## src/rtl/sync_r2w_flags.sv

```systemverilog
// Read-to-write crossing for the dual-clock FIFO: synchronises the Gray read pointer and the
// empty flag into wr_clk_i and derives full/almost-full/used-word. Optional checker: SYNC_R2W_GRAY_CHECK_EN.
module sync_r2w_flags #(
    parameter int AWIDTH      = 3,
    parameter int SYNC_STAGES = 2,
    parameter int AF_LEVEL    = 2**AWIDTH - 1
) (
    input  logic              wr_clk_i,
    input  logic              aclr_i,
    input  logic [AWIDTH:0]   wr_pntr_next_i,
    input  logic [AWIDTH:0]   rd_pntr_gray_wr_i,
    input  logic              rd_empty_wr_i,
    output logic [AWIDTH:0]   rd_pntr_gray_o,
    output logic [AWIDTH:0]   rd_pntr_bin_o,
    output logic              wr_empty_o,
    output logic [AWIDTH:0]   wr_usedw_o,
    output logic              wr_full_o,
    output logic              wr_almost_full_o,
    output logic              gray_err_o
);

    localparam int              PW         = AWIDTH + 1;
    localparam logic [AWIDTH:0] FULL_COUNT = PW'(2**AWIDTH);
    localparam logic [AWIDTH:0] AF_COUNT   = PW'(AF_LEVEL);

    generate
        if (SYNC_STAGES < 2) begin : g_bad_stages
            $error("sync_r2w_flags: SYNC_STAGES must be at least 2");
        end
        if (AF_LEVEL < 1 || AF_LEVEL > 2**AWIDTH) begin : g_bad_af
            $error("sync_r2w_flags: AF_LEVEL must lie in 1..2**AWIDTH");
        end
    endgenerate

    logic [AWIDTH:0]        ptr_sync_reg [SYNC_STAGES];
    logic [SYNC_STAGES-1:0] empty_sync_reg;
    logic [AWIDTH:0]        rd_bin;
    logic [AWIDTH:0]        used_next;
    logic [AWIDTH:0]        rd_bin_reg;
    logic [AWIDTH:0]        usedw_reg;
    logic                   full_reg;
    logic                   almost_full_reg;

    // Synchroniser chains; empty stages reset to 1 so the write side starts out "empty".
    generate
        for (genvar gi = 0; gi < SYNC_STAGES; gi++) begin : g_sync
            always_ff @(posedge wr_clk_i or posedge aclr_i) begin
                if (aclr_i) begin
                    ptr_sync_reg[gi]   <= '0;
                    empty_sync_reg[gi] <= 1'b1;
                end else if (gi == 0) begin
                    ptr_sync_reg[gi]   <= rd_pntr_gray_wr_i;
                    empty_sync_reg[gi] <= rd_empty_wr_i;
                end else begin
                    ptr_sync_reg[gi]   <= ptr_sync_reg[(gi == 0) ? 0 : gi-1];
                    empty_sync_reg[gi] <= empty_sync_reg[(gi == 0) ? 0 : gi-1];
                end
            end
        end
    endgenerate

    assign rd_pntr_gray_o = ptr_sync_reg[SYNC_STAGES-1];
    assign wr_empty_o     = empty_sync_reg[SYNC_STAGES-1];

    // Each binary bit is the XOR of all Gray bits at or above it.
    generate
        for (genvar gi = 0; gi <= AWIDTH; gi++) begin : g_g2b
            assign rd_bin[gi] = ^rd_pntr_gray_o[AWIDTH:gi];
        end
    endgenerate

    // Modular difference absorbs pointer wrap; a stale read pointer only over-reports occupancy.
    assign used_next = wr_pntr_next_i - rd_bin;

    always_ff @(posedge wr_clk_i or posedge aclr_i) begin
        if (aclr_i) begin
            rd_bin_reg      <= '0;
            usedw_reg       <= '0;
            full_reg        <= 1'b0;
            almost_full_reg <= 1'b0;
        end else begin
            rd_bin_reg      <= rd_bin;
            usedw_reg       <= used_next;
            full_reg        <= (used_next == FULL_COUNT);
            almost_full_reg <= (used_next >= AF_COUNT);
        end
    end

    assign rd_pntr_bin_o    = rd_bin_reg;
    assign wr_usedw_o       = usedw_reg;
    assign wr_full_o        = full_reg;
    assign wr_almost_full_o = almost_full_reg;

`ifdef SYNC_R2W_GRAY_CHECK_EN
    logic [AWIDTH:0] gray_prev_reg;
    logic [AWIDTH:0] gray_delta;
    logic            gray_err_reg;

    // Clearing the lowest set bit leaves a non-zero value only when two or more bits changed.
    assign gray_delta = rd_pntr_gray_o ^ gray_prev_reg;

    always_ff @(posedge wr_clk_i or posedge aclr_i) begin
        if (aclr_i) begin
            gray_prev_reg <= '0;
            gray_err_reg  <= 1'b0;
        end else begin
            gray_prev_reg <= rd_pntr_gray_o;
            gray_err_reg  <= gray_err_reg | (|(gray_delta & (gray_delta - PW'(1))));
        end
    end

    assign gray_err_o = gray_err_reg;
`else
    assign gray_err_o = 1'b0;
`endif

endmodule

```

## config.mk

```make
export PLATFORM = sky130hd
export DESIGN_NAME = sync_r2w_flags
export DESIGN_NICKNAME = d
export VERILOG_FILES = /design/src/rtl/sync_r2w_flags.sv
export SDC_FILE = /design/constraint.sdc
export NUM_CORES = 1
export LEC_CHECK = 0
export CAP_MARGIN = 20
export CORE_UTILIZATION = 30
export DETAILED_ROUTE_END_ITERATION = 7
export PLACE_DENSITY_LB_ADDON = 0.05
export SLEW_MARGIN = 25
export SYNTH_ARGS = -nofsm -noshare
export SYNTH_HDL_FRONTEND = slang
export SYNTH_SLANG_ARGS = --single-unit
export TNS_END_PERCENT = 20
```

## constraint.sdc

```tcl
create_clock -name wr_clk_i -period 3.2 [get_ports wr_clk_i]
set_input_delay 0.48 -clock wr_clk_i [delete_from_list [all_inputs] [get_ports wr_clk_i]]
set_output_delay 0.48 -clock wr_clk_i [all_outputs]
set_load 0.02 [all_outputs]
```

; ---- After elaboration in Yosys (flattened, before gate mapping)
; Cells that the tools add are included.
[classes]
eq_ne = 1
n_bitwise = 0
n_mul = 0
add_sub_neg = 1
n_shift = 0
n_lt_le_gt_ge = 1
n_mux = 0
div_mod_pow = 0
reduce_logical = 3
[ops]
columns = op, count
row1 = $eq 4x4->1 const B, 1
row2 = $ge 4x3->1 const B, 1
row3 = $reduce_xor 4->1, 1
row4 = $sub 4x4->4, 1
row5 = $reduce_xor 3->1, 1
row6 = $reduce_xor 2->1, 1
[totals]
output_inout_bits = 16
memories = 0
ram_bits = 0
reg_bits = 20
latch_bits = 0
rom_bits = 0

; ---- Logic depth before layout (Yosys ltp)
[depth]
depth_word = 3
ltp_mapped = 11
mapped_depth_nobuf = 11

; ---- Least setup slack after synthesis
; No wires, ideal clock.
[synth_path]
kind = register -> register
from = reg ptr_sync_reg, in the netlist rd_pntr_gray_o[3]
to = reg full_reg, in the netlist wr_full_o
arrival_time_ps = 2343
synth_period_minus_slack_ps = 2455
stages_incl_launch_ff = 12
setup_time_ps = 111
setup_slack_ps = 745
n_path_buf = 0
cell_sequence = dfrtp_1 -> xnor2_2 -> inv_1 -> xnor2_1 -> xnor2_1 -> ha_1 -> inv_1 -> ha_1 -> nor2_1 -> mux2_2 -> o21ai_1 -> a2111oi_2
[synth_between]
elab_chain_cells = 3
[synth_rtl]
columns = element, line
row1 = start: declaration, 35  ; logic [AWIDTH:0] ptr_sync_reg [SYNC_STAGES];
row2 = start signal: indexed assignment, 52  ; ptr_sync_reg[gi] <= rd_pntr_gray_wr_i;
row3 = start signal: indexed assignment, 55  ; ptr_sync_reg[gi] <= ptr_sync_reg[(gi == 0) ? 0 : gi-1];
row4 = $reduce_xor 2->1, 68  ; assign rd_bin[gi] = ^rd_pntr_gray_o[AWIDTH:gi];
row5 = via rd_bin[2], 37  ; logic [AWIDTH:0] rd_bin;
row6 = $sub 4x4->4, 73  ; assign used_next = wr_pntr_next_i - rd_bin;
row7 = $eq 4x4->1, 84  ; full_reg <= (used_next == FULL_COUNT);
row8 = end signal: assignment, 84
row9 = end: declaration, 41  ; logic full_reg;
; The timed path passes the listed nets, and every way through them passes these cells.

; ---- Worst setup path after layout
; Ends and elaborated chain as after synthesis.

==> results by group <==
Status
  • Status: completed

Floorplanning
  • Standard-cell rows: 18
  • CORE AREA: roughly 2500 um^2
  • Die footprint: approximately 2900 um^2
  • Die Width: 53.67 um
  • I/O pins: 27
  • Die height: 53.67 um
  • Initial Util: 0.3203

CTS
  • # resized after CTS: 0
  • Clock slew at reported path FFs: 0.11 ns
  • Total CTS buffers: 3
  • Post CTS Setup Buffer Count: 0
  • Clock tree buffer depth: 2
  • Clock Latency Late Sink: 0.29 ns
  • CTS Hold Buffers Added: 0
  • Clock root buffer master: clkbuf_4
  • CTS Sinks: 20
  • CTS tree: yes
  • # H-tree levels: 1

Routing
  • Number of DRC markers in iteration 0: 1
  • # DRC: 0
  • DR WL/cell: just over 10 um
  • Drt pass-1 iters: 3
  • Vias per inst: 4.282
  • Routed length on met3: 94 um
  • Routed via count: 501
  • Routed wl met2: 540 um
  • Top sig layer: met4
  • WL final: between 1 and 1.5 mm
  • Antenna viol nets, final: 0
  • Met1 WL: 551 um

STA
  • RSZ-0062 raised after global routing: false
  • Final hold vios: 0
  • Period utilization: 0.8553
  • Final Max Slew Viols: 0
  • Final setup fails: 0
  • Worst-margin pin slew: 0.7364 ns
  • Worst clock skew: 0.0009941 ns
  • Fmax achieved: 365.3 MHz
  • Setup_tns: 0 ns
  • Slew headroom: 0.5085
  • Post-route minimum period: 2.737 ns

Final layout
  • Non-filler instance count after layout: 117
  • # nets final: 101
  • Area of the multi-input gates: about 230 um^2
  • Final core occ: 0.4349
  • Area Growth Syn to Fin: 35.78%
  • ANT cells: 0
  • Layout cells sized above 1: 0.1379
  • Fillers: 243
  • Register Area: 503.0 um^2

GRT
  • Gr usage total: 0.1062
  • Largest net degree at the start of global routing: 21
  • Vias in the first global route: around 490
  • Initial antenna violation count: 0
  • GRT overflow: 0
  • First-pass GRT wire length: 2.056 mm

Worst hold path
  • Hold WC Path Type: reg2reg

Setup path
  • Crit. End Element: flip-flop
  • WP data required: about 3.4 ns
  • CP Max Fanout: 5
  • Worst Setup Start Kind: flip-flop
  • Critical-path cell list: xnor2_2, inv_1, xnor2_1, xnor2_1, ha_1, inv_1, ha_1, nor2_1, mux2_2, o21ai_1, a2111oi_2
  • Top delay family on crit path: XOR/XNOR gates
  • Slowest CP cell: dfrtp_1
  • Crit path arrival time: between 2 and 3 ns
  • Crit path kind: reg2reg
  • Worst path max stage delay: 0.45 ns
  • Crit path buffers/inverters: 2

Synth
  • Syn avg cell area: around 13 um^2
  • Flops & latches, synth: 20
  • Yosys warnings: 0
  • Register area share after synthesis: 0.6281
  • Unique masters post-synth: 25
  • Cell area after synthesis: approximately 800 um^2
  • Post-Synthesis Cells: 63
  • Syn nets: 76

Power
  • Leakage Power: roughly 0.00047 uW
  • Maximum vdd drop: 0.0002602 V
  • Power density cells: 570.8 nW/um^2
  • Tot Pwr: 620.6 uW

Job
  • Max Cap Viol: 0

Placed design
  • Dpl cells: 113
  • Final HPWL DP: between 800 and 900 um
  • Port bufs: 25
  • Routability-driven placement congestion ratio: 0.7557
cells in the final DEF, fill, tap and decap left out, types with 2 or more instances in the layout:
master / synthesis / routed
nor2_1: 3 / 3
inv_1: 8 / 8
nand2b_1: 2 / 2
xnor2_1: 4 / 4
o211ai_1: 2 / 2
clkbuf_4: 0 / 3
ha_1: 2 / 2
dfrtp_1: 18 / 18
nand2_1: 2 / 2
dfstp_2: 2 / 2
clkdlybuf4s50_1: 0 / 25
cells by family after synthesis:
kind of cell,share of synthesized area
AO/OA/AOI/OAI,0.06092
multiplexers,0.02656
XOR/XNOR,0.06406
buffers and inverters,0.08438
adder cells (fa/ha/maj),0.04531
AND/OR/NAND/NOR,0.08595
flip-flops,0.6281
other,0.004683
final cells by class:
| type | instances | share of cell area |
|---|---|---|
| Clock buffer | 4 | 0.03337 |
| Inverter | 8 | 0.02762 |
| Multi-Input combinational cell | 30 | 0.2117 |
| Sequential cell | 20 | 0.4626 |
| Tap cell | 30 | 0.03452 |
| Timing Repair Buffer | 25 | 0.2302 |
cell usage after synthesis:
master,instances,area share
a2111oi_2,1,0.019
a21oi_1,1,0.0062
and2_1,1,0.0078
and3_2,1,0.0094
buf_4,5,0.047
conb_1,1,0.0047
dfrtp_1,18,0.56
dfstp_2,2,0.066
ha_1,2,0.031
inv_1,8,0.038
maj3_2,1,0.014
mux2_2,1,0.014
mux2i_1,1,0.013
nand2_1,2,0.0094
nand2b_1,2,0.016
nand3_1,1,0.0062
nand4_1,1,0.0078
nor2_1,3,0.014
nor2b_1,1,0.0078
o211ai_1,2,0.019
o21ai_1,1,0.0062
o221ai_1,1,0.011
or2_2,1,0.0078
xnor2_1,4,0.044
xnor2_2,1,0.020
report_power, final:
| part | switching (uW) | internal (uW) | total (uW) |
|---|---|---|---|
| clock | 75.8 | 69.3 | 145 |
| sequential | 9.01 | 283 | 292 |
| combinational | 92.3 | 91.0 | 183 |
per-layer routing:
| layer | GRT usage | vias up |
|---|---|---|
| li1 | - | 243 |
| met1 | 0.1316 | 235 |
| met2 | 0.1502 | 21 |
| met3 | 0.04520 | 2 |
| met4 | 0.06579 | 0 |
| met5 | 0 | - |
through the flow:
stage               instance area (um^2)  setup WS (ns)  hold WS, ns
finish                              1087         0.4629       0.3589
global route                        1087         0.1704       0.3709
CTS                                 1087         0.4375       0.3628
detailed placement                  1051         0.4748       0.3347
global placement                    1051         0.5350       0.3312
floorplan                          800.8         0.7454       0.3312
final timing paths:
check | startpoint | to | slack (ns) | depth (start not counted)
worst max-delay path | rd_pntr_gray_o[3] | wr_full_o | 0.46 | 11
worst min-delay path | ptr_sync_reg[7] | rd_pntr_gray_o[3] | 0.36 | 0
worst max register to register | rd_pntr_gray_o[3] | wr_full_o | 0.46 | 11
worst min register to register | ptr_sync_reg[7] | rd_pntr_gray_o[3] | 0.36 | 0
max in group asynchronous | aclr_i | wr_full_o | 2.15 | 2
min in group asynchronous | aclr_i | ptr_sync_reg[5] | 0.60 | 2
(Power assumes the default switching activity.)
